**src/rtl/sfp_pkg.sv**
```systemverilog
// -----------------------------------------------------------------------------
// sfp_pkg
// Shared definitions for the SFP row-normaliser slice.
//   SFP_BW / SFP_COL : default element width and row length
//   SUM_W            : width of the row-sum accumulator for the default sizes
//   SFP_SAT_MAX      : largest divisor the divider accepts (2^BW-1)
//   state_t          : sequencer FSM encoding
// -----------------------------------------------------------------------------
package sfp_pkg;

  localparam int unsigned SFP_BW  = 20;
  localparam int unsigned SFP_COL = 8;
  localparam int unsigned SUM_W   = SFP_BW + $clog2(SFP_COL);

  localparam logic [SFP_BW-1:0] SFP_SAT_MAX = '1;

  typedef enum logic [2:0] {
    IDLE  = 3'd0,
    LOAD  = 3'd1,
    ISSUE = 3'd2,
    WAIT  = 3'd3,
    EMIT  = 3'd4
  } state_t;

endpackage

```
**src/rtl/sfp_row_buf.sv**
```systemverilog
// -----------------------------------------------------------------------------
// sfp_row_buf
// COL x BW register file holding one row of elements.
//   clk    : rising-edge clock
//   we     : write enable
//   waddr  : write slot
//   wdata  : element to store
//   raddr  : read slot (asynchronous read)
//   rdata  : element at raddr
// -----------------------------------------------------------------------------
module sfp_row_buf #(
  parameter  int unsigned BW  = 20,
  parameter  int unsigned COL = 8,
  localparam int unsigned AW  = $clog2(COL)
) (
  input  logic          clk,
  input  logic          we,
  input  logic [AW-1:0] waddr,
  input  logic [BW-1:0] wdata,
  input  logic [AW-1:0] raddr,
  output logic [BW-1:0] rdata
);

  logic [BW-1:0] mem [COL];

  // NOTE: storage is deliberately left without reset; every slot is written
  // before it is read, and a reset network on a register file only costs.
  always_ff @(posedge clk) begin
    if (we) mem[waddr] <= wdata;
  end

  assign rdata = mem[raddr];

endmodule

```
**src/rtl/sfp_norm_seq.sv**
```systemverilog
// -----------------------------------------------------------------------------
// sfp_norm_seq
// Row normaliser sequencer in front of sfp_custom_div. Collects COL elements,
// sums them, then divides each element by the (clamped) row sum one at a time
// and streams the quotients out in order, flagging the last one of the row.
//
// Optional feature: define SFP_ABS_EN to capture |x| instead of the raw value
// (the most negative input maps to 2^(BW-1)-1).
//
// Ports
//   clk, rst                 : clock, synchronous active-high reset
//   in_valid/in_ready/in_data: element input stream
//   div_strt                 : one-cycle start to the divider
//   div_busy/div_done        : divider status, done is a one-cycle pulse
//   div_valid/div_ans        : quotient and its validity (0 = divide by zero)
//   div_dividend/div_divisor : operands, stable from ISSUE to end of WAIT
//   out_valid/out_ready      : output handshake
//   out_data/out_last        : normalised element, last-of-row marker
// -----------------------------------------------------------------------------
module sfp_norm_seq
  import sfp_pkg::*;
#(
  parameter int unsigned BW  = SFP_BW,
  parameter int unsigned COL = SFP_COL
) (
  input  logic          clk,
  input  logic          rst,
  input  logic          in_valid,
  output logic          in_ready,
  input  logic [BW-1:0] in_data,
  output logic          div_strt,
  input  logic          div_busy,
  input  logic          div_done,
  input  logic          div_valid,
  output logic [BW-1:0] div_dividend,
  output logic [BW-1:0] div_divisor,
  input  logic [BW-1:0] div_ans,
  output logic          out_valid,
  input  logic          out_ready,
  output logic [BW-1:0] out_data,
  output logic          out_last
);

  localparam int unsigned AW    = $clog2(COL);
  localparam int unsigned ACC_W = BW + AW;
  localparam logic [AW-1:0]    LAST_IDX = AW'(COL - 1);
  localparam logic [ACC_W-1:0] DIV_MAX  = ACC_W'({BW{1'b1}});

  state_t            state;
  logic [AW-1:0]     ld_cnt;
  logic [AW-1:0]     idx;
  logic [ACC_W-1:0]  sum_q;
  logic [ACC_W-1:0]  sum_next;
  logic [BW-1:0]     divisor_q;
  logic [BW-1:0]     in_mag;
  logic [BW-1:0]     rd_data;
  logic              accept;
  logic              div_phase;

  // Element conditioning on capture.
  // NOTE: every always_comb output gets a default first so no path through
  // the block leaves it unassigned, which would otherwise infer a latch.
  always_comb begin
    in_mag = in_data;
`ifdef SFP_ABS_EN
    if (in_data[BW-1]) begin
      // -2^(BW-1) has no positive counterpart; saturate to the largest magnitude.
      if (in_data == {1'b1, {(BW-1){1'b0}}}) in_mag = {1'b0, {(BW-1){1'b1}}};
      else                                   in_mag = -in_data;
    end
`endif
  end

  assign in_ready  = (state == IDLE) || (state == LOAD);
  assign accept    = in_valid && in_ready;
  assign sum_next  = sum_q + ACC_W'(in_mag);
  assign div_phase = (state == ISSUE) || (state == WAIT);

  // Start is only offered while the divider is free; ISSUE simply holds otherwise.
  assign div_strt     = (state == ISSUE) && !div_busy;
  assign div_dividend = div_phase ? rd_data   : '0;
  assign div_divisor  = div_phase ? divisor_q : '0;

  sfp_row_buf #(
    .BW  (BW),
    .COL (COL)
  ) u_row_buf (
    .clk   (clk),
    .we    (accept),
    .waddr (ld_cnt),
    .wdata (in_mag),
    .raddr (idx),
    .rdata (rd_data)
  );

  // NOTE: sequential state is assigned with <= only, so every register in this
  // block samples the pre-edge values regardless of statement order.
  always_ff @(posedge clk) begin
    if (rst) begin
      state     <= IDLE;
      ld_cnt    <= '0;
      idx       <= '0;
      sum_q     <= '0;
      divisor_q <= '0;
      out_valid <= 1'b0;
      out_data  <= '0;
      out_last  <= 1'b0;
    end else begin
      unique case (state)
        IDLE: begin
          if (accept) begin
            // First element restarts the accumulator for the new row.
            sum_q  <= ACC_W'(in_mag);
            ld_cnt <= ld_cnt + 1'b1;
            state  <= LOAD;
          end
        end

        LOAD: begin
          if (accept) begin
            sum_q  <= sum_next;
            // COL is a power of two, so the increment wraps to 0 on the last slot.
            ld_cnt <= ld_cnt + 1'b1;
            if (ld_cnt == LAST_IDX) begin
              divisor_q <= (sum_next > DIV_MAX) ? {BW{1'b1}} : sum_next[BW-1:0];
              idx       <= '0;
              state     <= ISSUE;
            end
          end
        end

        ISSUE: begin
          if (!div_busy) state <= WAIT;
        end

        WAIT: begin
          if (div_done) begin
            // A zero row sum reports invalid; normalise such rows to zero.
            out_data  <= div_valid ? div_ans : '0;
            out_last  <= (idx == LAST_IDX);
            out_valid <= 1'b1;
            state     <= EMIT;
          end
        end

        EMIT: begin
          if (out_ready) begin
            out_valid <= 1'b0;
            out_last  <= 1'b0;
            if (idx == LAST_IDX) begin
              idx   <= '0;
              state <= IDLE;
            end else begin
              idx   <= idx + 1'b1;
              state <= ISSUE;
            end
          end
        end

        default: state <= IDLE;
      endcase
    end
  end

endmodule

```
**config.mk**
```make
export PLATFORM = sky130hd
export DESIGN_NAME = sfp_norm_seq
export DESIGN_NICKNAME = d
export VERILOG_FILES = /design/src/rtl/sfp_pkg.sv /design/src/rtl/sfp_row_buf.sv /design/src/rtl/sfp_norm_seq.sv
export SDC_FILE = /design/constraint.sdc
export NUM_CORES = 1
export LEC_CHECK = 0
export CAP_MARGIN = 10
export CELL_PAD_IN_SITES_DETAIL_PLACEMENT = 0
export CELL_PAD_IN_SITES_GLOBAL_PLACEMENT = 1
export CORE_MARGIN = 2
export CORE_UTILIZATION = 47
export DETAILED_ROUTE_END_ITERATION = 8
export PLACE_DENSITY_LB_ADDON = 0.1
export SLEW_MARGIN = 40
export SYNTH_ARGS = -nofsm -noshare
export SYNTH_HDL_FRONTEND = slang
export SYNTH_SLANG_ARGS = --single-unit
```
**constraint.sdc**
```tcl
create_clock -name clk -period 4.25 [get_ports clk]
set_clock_uncertainty 0.1 [all_clocks]
set_input_delay 0.425 -clock clk [delete_from_list [all_inputs] [get_ports clk]]
set_output_delay 0.425 -clock clk [all_outputs]
set_load 0.05 [all_outputs]
```
==> flow_metrics.py, run 1 <==
metrics = {
    "cts": {
        "root_buffer": "clkbuf_16",
        "cts_buffers": 26,
        "insertion_delay_ns": 0.52,
        "cts_tree": "done",
        "hold_buffers": 0,
        "htree_levels": 1,
        "cts_buffer_depth": 3,
        "cts_sinks": 237,
        "path_clk_slew_ns": 0.06,
        "post_cts_buffers": 0,
        "cts_resized": 0,
    },
    "yosys": {
        "yosys.area.top_type": "edfxtp_1",
        "ys.flop_type": "edfxtp_1",
        "synth.distinct_cells": 61,
        "syn_nets": 873,
        "synth.area.top_cells": "edfxtp_1 (46%), dfxtp_1 (15%), mux4_2 (8.6%)",
        "synthCells": 801,
        "seq_area_frac_synth_pct": 60.3,
        "syn_area_sq_um": 10500,
        "ys_warn_count": 0,
        "ys_ff_latch": 237,
        "synth_edf_count": 160,
        "yosys.area.top_type_share_pct": 45.6,
        "syn_avg_cell_area_sq_um": 13.1,
        "ys_async_sr_fraction_pct": 0,
    },
    "sta": {
        "fmax_mhz": 300,
        "rsz0062_at_grt": "no",
        "hold_violations": 0,
        "period_minus_slack_ns": 3.34,
        "period_share_pct": 78.5,
        "layout_setup_ws_ns": 0.913,
        "tightest_slew_ns": 0.729,
        "relSlewSlack_pct": 51.4,
        "final_max_slew_viol_count": 0,
        "finalSetupViolCount": 0,
    },
    "die": {
        "die_w_um": 154,
        "start_util_pct": 48.1,
        "fp-row-count": 54,
        "fp.dieH_um": 154,
        "coreArea_sq_um": 21900,
        "die_area_sq_um": 23600,
        "num_io_pins": 111,
    },
    "power_and_ir_drop": {
        "p_per_area_nw_per_um2": 531,
        "p_leak_nw": 4.26,
        "ir_worst_vdd_mv": 0.240,
    },
    "worst_setup_path": {
        "required_ns": 3.72,
        "end_kind": "primary output",
        "critPathKind": "reg2out",
        "arrival_ns": 2.81,
        "critPathLaunchType": "flop",
        "path_max_fanout": 40,
    },
    "worst_hold_path": {
        "min_path_type": "in2reg",
    },
    "place": {
        "dp_hpwl_mm": 15.7,
        "gp_congestion": 0.876,
        "placed_area_sq_um": 12000,
        "dp_slack_ns": 0.541,
        "io_buffer_count": 110,
    },
    "grt": {
        "grt_pass1_vias": 6910,
        "grt_max_degree": 45,
        "grt-ovfl-total": 0,
        "track_usage_pct": 21.1,
        "grt_pass1_wl_mm": 39.3,
        "antenna_found_initial": 0,
    },
    "job": {
        "max_cap_viol_count": 0,
    },
    "status": {
        "outcome": "complete, no violations",
    },
    "cells_and_area": {
        "diodes": 0,
        "syn_to_final_growth_pct": 22.4,
        "final_area_sq_um": 12900,
        "fin_nets": 985,
        "drive_gt1_share_pct": 15.5,
    },
    "routing": {
        "dr.pass1.iters": 5,
        "drt_wl_total_mm": 24.8,
        "drtAntennaViolNets": 0,
        "drc": 0,
        "post_drt_wl_per_cell_um": 20.5,
        "viasPerCell": 5.67,
        "dr.first_iter.drc_count": 413,
        "dr_total_vias": 6875,
    },
}
[sequential cells by signal (all words and copies together) (netlist names), named ones only]
signal / flops
u_row_buf.mem: 160
state: 3
out_data: 20
idx: 3
ld_cnt: 3
out_last: 1
divisor_q: 20
sum_q: 23
out_valid: 1
[cell families after synthesis]
kind of cell	count (synthesis)	share of synthesized area [%]
multiplexers	65	10.9
AND/OR/NAND/NOR	244	10.9
buffers and inverters	55	2.23
XOR/XNOR	22	1.83
AO/OA/AOI/OAI	153	10.8
adder cells (fa/ha/maj)	25	3.04
flip-flops	237	60.3
[power breakdown]
part	internal [mW]	total, mW	leakage (nW)	switching, mW
combinational	0.633	1.85	1.76	1.22
sequential	2.67	2.76	2.08	0.0938
clock	1.38	2.23	0.424	0.851
total	4.68	6.84	4.26	2.16
[per-stage QoR]
| stage | hold slack, ns | setup TNS [ns] | util, % | power (mW) | cells |
|---|---|---|---|---|---|
| 2_1_floorplan | 0.336 | -0.189 | - | 4.04 | 801 |
| 3_3_place_gp | 0.341 | 0 | 54.9 | 4.62 | 1165 |
| 3_5_place_dp | 0.345 | 0 | 54.9 | 4.65 | 1165 |
| 4_1_cts | 0.279 | 0 | 58.8 | 6.89 | 1213 |
| 5_1_grt | 0.303 | 0 | 58.9 | 7.16 | 1213 |
| 6_report | 0.292 | 0 | 58.9 | 6.84 | 1213 |
[area by class of cell]
class | count | area, sq um
Tap cell | 280 | 350
Clock inverter | 6 | 81.3
Inverter | 8 | 30.0
Sequential cell | 237 | 6350
Fill cell | 1776 | 9010
Clock buffer | 42 | 785
Multi-Input combinational cell | 509 | 4010
Timing Repair Buffer | 131 | 1280
[critical path, cell delays in order, from the launching register on]
cell and delay (ns):
dfxtp_1 0.31, buf_4 0.51, mux4_2 0.41, mux2i_1 0.26, nor2_1 0.08, clkdlybuf4s50_1 0.71
[layer usage]
layer / global-route usage [%] / vias up / routed length [um]
li1: - / 3242 / -
met1: 30.3 / 3437 / 11600
met5: 0 / - / 0
met3: 2.85 / 27 / 1180
met2: 35.1 / 169 / 11800
met4: 3.54 / 0 / 285
[path summary, 6_finish.rpt]
| kind | start | end | slack (ns) | depth (start not counted) |
|---|---|---|---|---|
| min | rst | sum_q[21] | 0.29 | 2 |
| min reg2reg | out_data[6] | out_data[6] | 0.35 | 2 |
| max reg2reg | sum_q[0] | divisor_q[1] | 1.19 | 11 |
| max | flop | div_dividend[1] | 0.91 | 5 |
[layout by cell type, fill, tap and decap left out, types with 14 or more instances in the layout]
| cell type | count |
|---|---|
| mux2i_1 | 25 |
| mux4_2 | 40 |
| and2_1 | 23 |
| o21ai_0 | 18 |
| ha_1 | 24 |
| a211oi_2 | 20 |
| a21oi_1 | 59 |
| nand3_1 | 32 |
| nand2_1 | 65 |
| clkbuf_16 | 27 |
| dfxtp_1 | 76 |
| buf_4 | 20 |
| xnor2_1 | 14 |
| nor2_1 | 79 |
| edfxtp_1 | 160 |
| clkdlybuf4s50_1 | 109 |
[cells in the mapped netlist (4+ instances only)]
cell type	number
inv_1	8
a211oi_2	20
o21ai_0	18
xnor2_1	14
a21oi_1	59
nor3b_1	6
edfxtp_1	160
nor2_1	79
nand2b_1	6
o211a_1	4
xor2_1	8
nand2_1	65
nor4_1	4
nor3_1	10
and2_1	23
dfxtp_1	77
o21a_1	5
ha_1	24
clkbuf_1	36
o211ai_1	8
mux4_2	40
a21oi_2	4
nand3_1	33
a211oi_1	6
mux2i_1	25
buf_2	5
No activity file was read; power rests on OpenSTA's default activity.
==> run 2: changes to the inputs <==
==> constraint.sdc (replaced) <==
create_clock -name clk -period 3.2 [get_ports clk]
set_clock_uncertainty 0.1 [all_clocks]
set_input_delay 0.32 -clock clk [delete_from_list [all_inputs] [get_ports clk]]
set_output_delay 0.32 -clock clk [all_outputs]
set_load 0.05 [all_outputs]
==> flow_metrics.py, run 2 (synthesized netlist as in run 1, its figures left out) <==
metrics = {
    "cts": {
        "root_buffer": "clkbuf_16",
        "post_cts_buffers": 0,
        "htree_levels": 1,
        "cts_buffer_depth": 3,
        "cts_resized": 0,
        "path_clk_slew_ns": 0.06,
        "cts_tree": "done",
        "cts_sinks": 237,
        "insertion_delay_ns": 0.51,
        "hold_buffers": 0,
        "cts_buffers": 25,
    },
    "worst_setup_path": {
        "critPathKind": "in2reg",
        "crit_buf_inv": 2,
        "end_kind": "flop",
        "cpPeakStageDelay_ns": 0.46,
        "path_max_fanout": 20,
        "cp_cell_sequence": "clkdlybuf4s50_1 -> ha_1 -> fa_1 -> a21oi_2 -> o211ai_2 -> nand4_1 -> a21oi_2 -> o41ai_4 -> xnor2_1 -> nor4b_4 -> buf_12 -> a211oi_2",
        "crit_slowest_cell": "clkdlybuf4s50_1",
        "required_ns": 3.48,
        "arrival_ns": 3.13,
        "crit_family": "compound AO/OA/AOI/OAI gates",
        "critPathLaunchType": "input port",
        "crit_path_frequent_cell": "a21oi_2",
    },
    "cells_and_area": {
        "most-common-layout-cells": "edfxtp_1 (160), buf_4 (90), clkdlybuf4s50_1 (82)",
        "regMostFlops": "u_row_buf.mem",
        "fillers": 1680,
        "drive_gt1_share_pct": 23.7,
        "largest_reg_flops": 160,
        "fin_cells": 1274,
        "reg_top3": "u_row_buf.mem (160), sum_q (23)",
        "final_common_cell": "edfxtp_1",
        "utilization_pct": 61.9,
        "diodes": 0,
        "final_area_sq_um": 13500,
        "syn_to_final_growth_pct": 28.7,
        "fin_nets": 1048,
    },
    "routing": {
        "post_drt_wl_per_cell_um": 20.5,
        "drtAntennaViolNets": 0,
        "dr_total_vias": 7112,
        "drt_wl_total_mm": 26.1,
        "dr.first_iter.drc_count": 383,
        "viasPerCell": 5.58,
        "dr.pass1.iters": 5,
        "drc": 0,
    },
    "grt": {
        "grt-ovfl-total": 0,
        "grt_max_degree": 41,
        "grt_pass1_vias": 7351,
        "antenna_found_initial": 0,
        "track_usage_pct": 22.0,
        "grt_pass1_wl_mm": 41.2,
    },
    "sta": {
        "hold_violations": 0,
        "final_max_slew_viol_count": 0,
        "setup_tns_ns": 0,
        "tightest_slew_ns": 0.643,
        "rsz0062_at_grt": "no",
        "finalSetupViolCount": 0,
        "layout_setup_ws_ns": 0.349,
        "fmax_mhz": 351,
        "fin_hold_ws_ns": 0.184,
        "relSlewSlack_pct": 57.0,
        "period_share_pct": 89.1,
        "period_minus_slack_ns": 2.85,
    },
    "place": {
        "gp_congestion": 0.852,
        "dp_hpwl_mm": 17.5,
        "io_buffer_count": 110,
        "placed_area_sq_um": 12700,
        "dp_cells": 1229,
        "dp_slack_ns": -0.187,
    },
    "power_and_ir_drop": {
        "p_leak_nw": 4.66,
        "switching_share_pct": 31.5,
        "p_per_area_nw_per_um2": 711,
        "ir_worst_vdd_mv": 0.356,
        "pwr-share-seq_pct": 38.3,
        "finalPower_mw": 9.63,
        "p_sw_mw": 3.03,
        "pwr-share-comb_pct": 31.0,
        "p_int_mw": 6.60,
        "clkPwrFrac_pct": 30.7,
    },
    "die": {
        "die_w_um": 154,
        "start_util_pct": 48.1,
        "fp.dieH_um": 154,
        "fp-row-count": 54,
        "coreArea_sq_um": 21900,
        "die_area_sq_um": 23600,
        "num_io_pins": 111,
    },
    "worst_hold_path": {
        "min_path_type": "in2reg",
    },
    "job": {
        "max_cap_viol_count": 0,
    },
    "status": {
        "outcome": "complete, no violations",
    },
}
## run 2: cell count changes in the layout (fill, tap and decap cells not counted), moves of 2 or more
| cell | delta |
|---|---|
| buf_4 | +70 |
| clkbuf_1 | -5 |
| clkbuf_16 | -2 |
| buf_12 | +20 |
| clkbuf_2 | -2 |
| clkdlybuf4s50_1 | -27 |
## run 2: final timing paths
kind / endpoint / cells past startpoint / from / slack, ns
max: divisor_q[15] / 12 / in_data[0] / 0.35
min: out_data[13] / 2 / rst / 0.18
max reg2reg: divisor_q[15] / 11 / sum_q[0] / 0.35
min reg2reg: out_data[5] / 2 / out_data[5] / 0.35
## run 2: routing by layer
| metal | vias to the layer above | wire length, um | track usage [%] |
|---|---|---|---|
| met1 | 3557 | 12000 | 31.1 |
| met3 | 29 | 1100 | 2.42 |
| li1 | 3363 | - | - |
| met2 | 163 | 12600 | 37.4 |
| met5 | - | 0 | 0 |
| met4 | 0 | 369 | 4.24 |
## run 2: layout make-up
class / count / area, sq um / area share, %
clock buffer: 33 / 706 / 5.21
clock inverter: 12 / 145 / 1.07
inverter: 8 / 30.0 / 0.222
multi-input combinational: 509 / 4030 / 29.7
sequential: 237 / 6350 / 46.9
tap: 280 / 350 / 2.59
timing repair buffer: 195 / 1940 / 14.3
## run 2: power by group through the flow
| stage | Clock [mW] | Combinational, mW | Sequential [mW] |
|---|---|---|---|
| final | 2.96 | 2.98 | 3.69 |
| after global routing | 3.13 | 3.20 | 3.71 |
| after CTS | 3.02 | 3.00 | 3.69 |
| after detailed placement | 0 | 2.98 | 3.75 |
| after global placement | 0 | 2.97 | 3.73 |
| after floorplan | 0 | 1.66 | 3.71 |
==> run 3: changes to the inputs <==
--- a/config.mk
+++ b/config.mk
@@ -11,6 +11,7 @@
 export CORE_MARGIN = 2
 export CORE_UTILIZATION = 47
 export DETAILED_ROUTE_END_ITERATION = 8
+export HOLD_SLACK_MARGIN = 0.15
 export PLACE_DENSITY_LB_ADDON = 0.1
 export SLEW_MARGIN = 40
 export SYNTH_ARGS = -nofsm -noshare
==> constraint.sdc (replaced) <==
create_clock -name clk -period 3.2 [get_ports clk]
set_clock_uncertainty 0.1 [all_clocks]
set_input_delay 0.48 -clock clk [delete_from_list [all_inputs] [get_ports clk]]
set_output_delay 0.48 -clock clk [all_outputs]
set_load 0.05 [all_outputs]
==> flow_metrics.py, run 3 (synthesized netlist as in run 1, its figures left out) <==
metrics = {
    "status": {
        "outcome": "complete, no violations",
    },
    "cts": {
        "hold_buffers": 0,
        "cts_buffer_depth": 3,
        "cts_tree": "done",
        "root_buffer": "clkbuf_16",
        "cts_sinks": 237,
        "insertion_delay_ns": 0.51,
        "path_clk_slew_ns": 0.06,
        "cts_buffers": 25,
        "htree_levels": 1,
    },
    "die": {
        "die_area_sq_um": 23600,
        "fp-row-count": 54,
        "fp.dieH_um": 154,
        "coreArea_sq_um": 21900,
        "num_io_pins": 111,
        "die_w_um": 154,
        "start_util_pct": 48.1,
    },
    "sta": {
        "rsz0062_at_grt": "no",
        "relSlewSlack_pct": 49.3,
        "fin_hold_ws_ns": 0.350,
        "tightest_slew_ns": 0.760,
        "period_minus_slack_ns": 3.04,
        "hold_violations": 0,
        "period_share_pct": 94.9,
        "layout_setup_ws_ns": 0.162,
        "finalSetupViolCount": 0,
        "fmax_mhz": 329,
        "final_max_slew_viol_count": 0,
    },
    "worst_setup_path": {
        "crit_slowest_cell": "clkdlybuf4s50_1",
        "crit_path_frequent_cell": "a21oi_2",
        "crit_family": "compound AO/OA/AOI/OAI gates",
        "cp_cell_sequence": "clkdlybuf4s50_1 -> ha_1 -> fa_1 -> a21oi_2 -> o211ai_2 -> nand4_1 -> a21oi_2 -> o41ai_4 -> xnor2_1 -> nor4b_4 -> buf_12 -> a211oi_2",
        "critPathKind": "in2reg",
        "end_kind": "flop",
        "critPathLaunchType": "input port",
        "arrival_ns": 3.31,
        "required_ns": 3.47,
        "crit_buf_inv": 2,
        "path_max_fanout": 20,
        "cpPeakStageDelay_ns": 0.47,
    },
    "power_and_ir_drop": {
        "p_int_mw": 6.51,
        "switching_share_pct": 31.8,
        "finalPower_mw": 9.54,
        "pwr-share-seq_pct": 38.7,
        "p_per_area_nw_per_um2": 700,
        "p_leak_nw": 4.77,
        "pwr-share-comb_pct": 31.9,
        "p_sw_mw": 3.04,
        "ir_worst_vdd_mv": 0.646,
        "clkPwrFrac_pct": 29.5,
    },
    "place": {
        "io_buffer_count": 110,
        "dp_hpwl_mm": 17.9,
        "dp_slack_ns": -0.343,
        "gp_congestion": 0.900,
    },
    "routing": {
        "dr.pass1.iters": 5,
        "dr_total_vias": 7159,
        "drc": 0,
        "drt_wl_total_mm": 26.1,
        "viasPerCell": 5.54,
        "post_drt_wl_per_cell_um": 20.2,
        "dr.first_iter.drc_count": 305,
        "drtAntennaViolNets": 0,
    },
    "cells_and_area": {
        "reg_top3": "u_row_buf.mem (160), sum_q (23)",
        "largest_reg_flops": 160,
        "diodes": 0,
        "regMostFlops": "u_row_buf.mem",
        "drive_gt1_share_pct": 26.5,
        "fillers": 1679,
        "fin_nets": 1067,
        "final_common_cell": "edfxtp_1",
        "syn_to_final_growth_pct": 29.4,
        "most-common-layout-cells": "edfxtp_1 (160), buf_4 (122), nor2_1 (79)",
        "multiInputGateArea_sq_um": 4030,
        "seqCellArea_sq_um": 6350,
    },
    "grt": {
        "grt_pass1_vias": 7429,
        "grt_max_degree": 40,
        "track_usage_pct": 22.1,
        "grt-ovfl-total": 0,
        "grt_pass1_wl_mm": 41.3,
        "antenna_found_initial": 0,
    },
    "job": {
        "max_cap_viol_count": 0,
    },
    "worst_hold_path": {
        "min_path_type": "reg2reg",
    },
}
[run 3: power groups by stage]
stage          logic (mW)  registers, mW  clock network [mW]
2_1_floorplan        1.66           3.71                   0
3_3_place_gp         3.02           3.73                   0
3_5_place_dp         3.05           3.75                   0
4_1_cts              3.07           3.69                2.87
5_1_grt              3.28           3.71                2.99
6_report             3.04           3.69                2.81
[run 3: per-layer routing]
| metal | routed length [um] | share of wire (%) | global-route usage [%] |
|---|---|---|---|
| met4 | 364 | 1.4 | 4.02 |
| met5 | 0 | 0 | 0 |
| met2 | 12800 | 49 | 37.4 |
| met3 | 1150 | 4.4 | 2.87 |
| met1 | 11700 | 45 | 31.2 |
[run 3: timing repair]
item                                   in CTS  in global routing
setup buffers                               0                  0
resized for setup                           0                  1
endpoints found under the hold margin       0                  0
setup endpoints to repair                   0                  2
[run 3: metrics by stage]
| stage | setup TNS [ns] | instances | util, % | instance area, sq um |
|---|---|---|---|---|
| detailed placement | -6.51 | 1248 | 58.5 | 12800 |
| global route | 0 | 1293 | 62.2 | 13600 |
| floorplan | -11.53 | 801 | - | 10600 |
| CTS | 0 | 1293 | 62.2 | 13600 |
| finish | 0 | 1293 | 62.2 | 13600 |
| global placement | -5.42 | 1248 | 58.5 | 12800 |
[run 3: worst reg2reg max path: stages (launching register included)]
cell,delay (ns)
dfxtp_1,0.32
ha_1,0.21
fa_1,0.41
a21oi_2,0.19
o211ai_2,0.11
nand4_1,0.19
a21oi_2,0.11
o41ai_4,0.30
xnor2_1,0.16
nor4b_4,0.31
buf_12,0.23
a211oi_2,0.09
[run 3: layout make-up]
cell class / count / area share [%]
sequential: 237 / 46.6
timing repair buffer: 214 / 15.1
multi-input combinational: 509 / 29.6
tap: 280 / 2.57
clock inverter: 16 / 0.983
clock buffer: 29 / 4.92
inverter: 8 / 0.220
[run 3: worst paths after layout]
kind	startpoint	end	slack (ns)	depth (start not counted)
max	in_data[0]	divisor_q[5]	0.16	12
min	out_data[16]	out_data[16]	0.35	2
max reg2reg	sum_q[0]	divisor_q[5]	0.33	11
min reg2reg	out_data[16]	out_data[16]	0.35	2
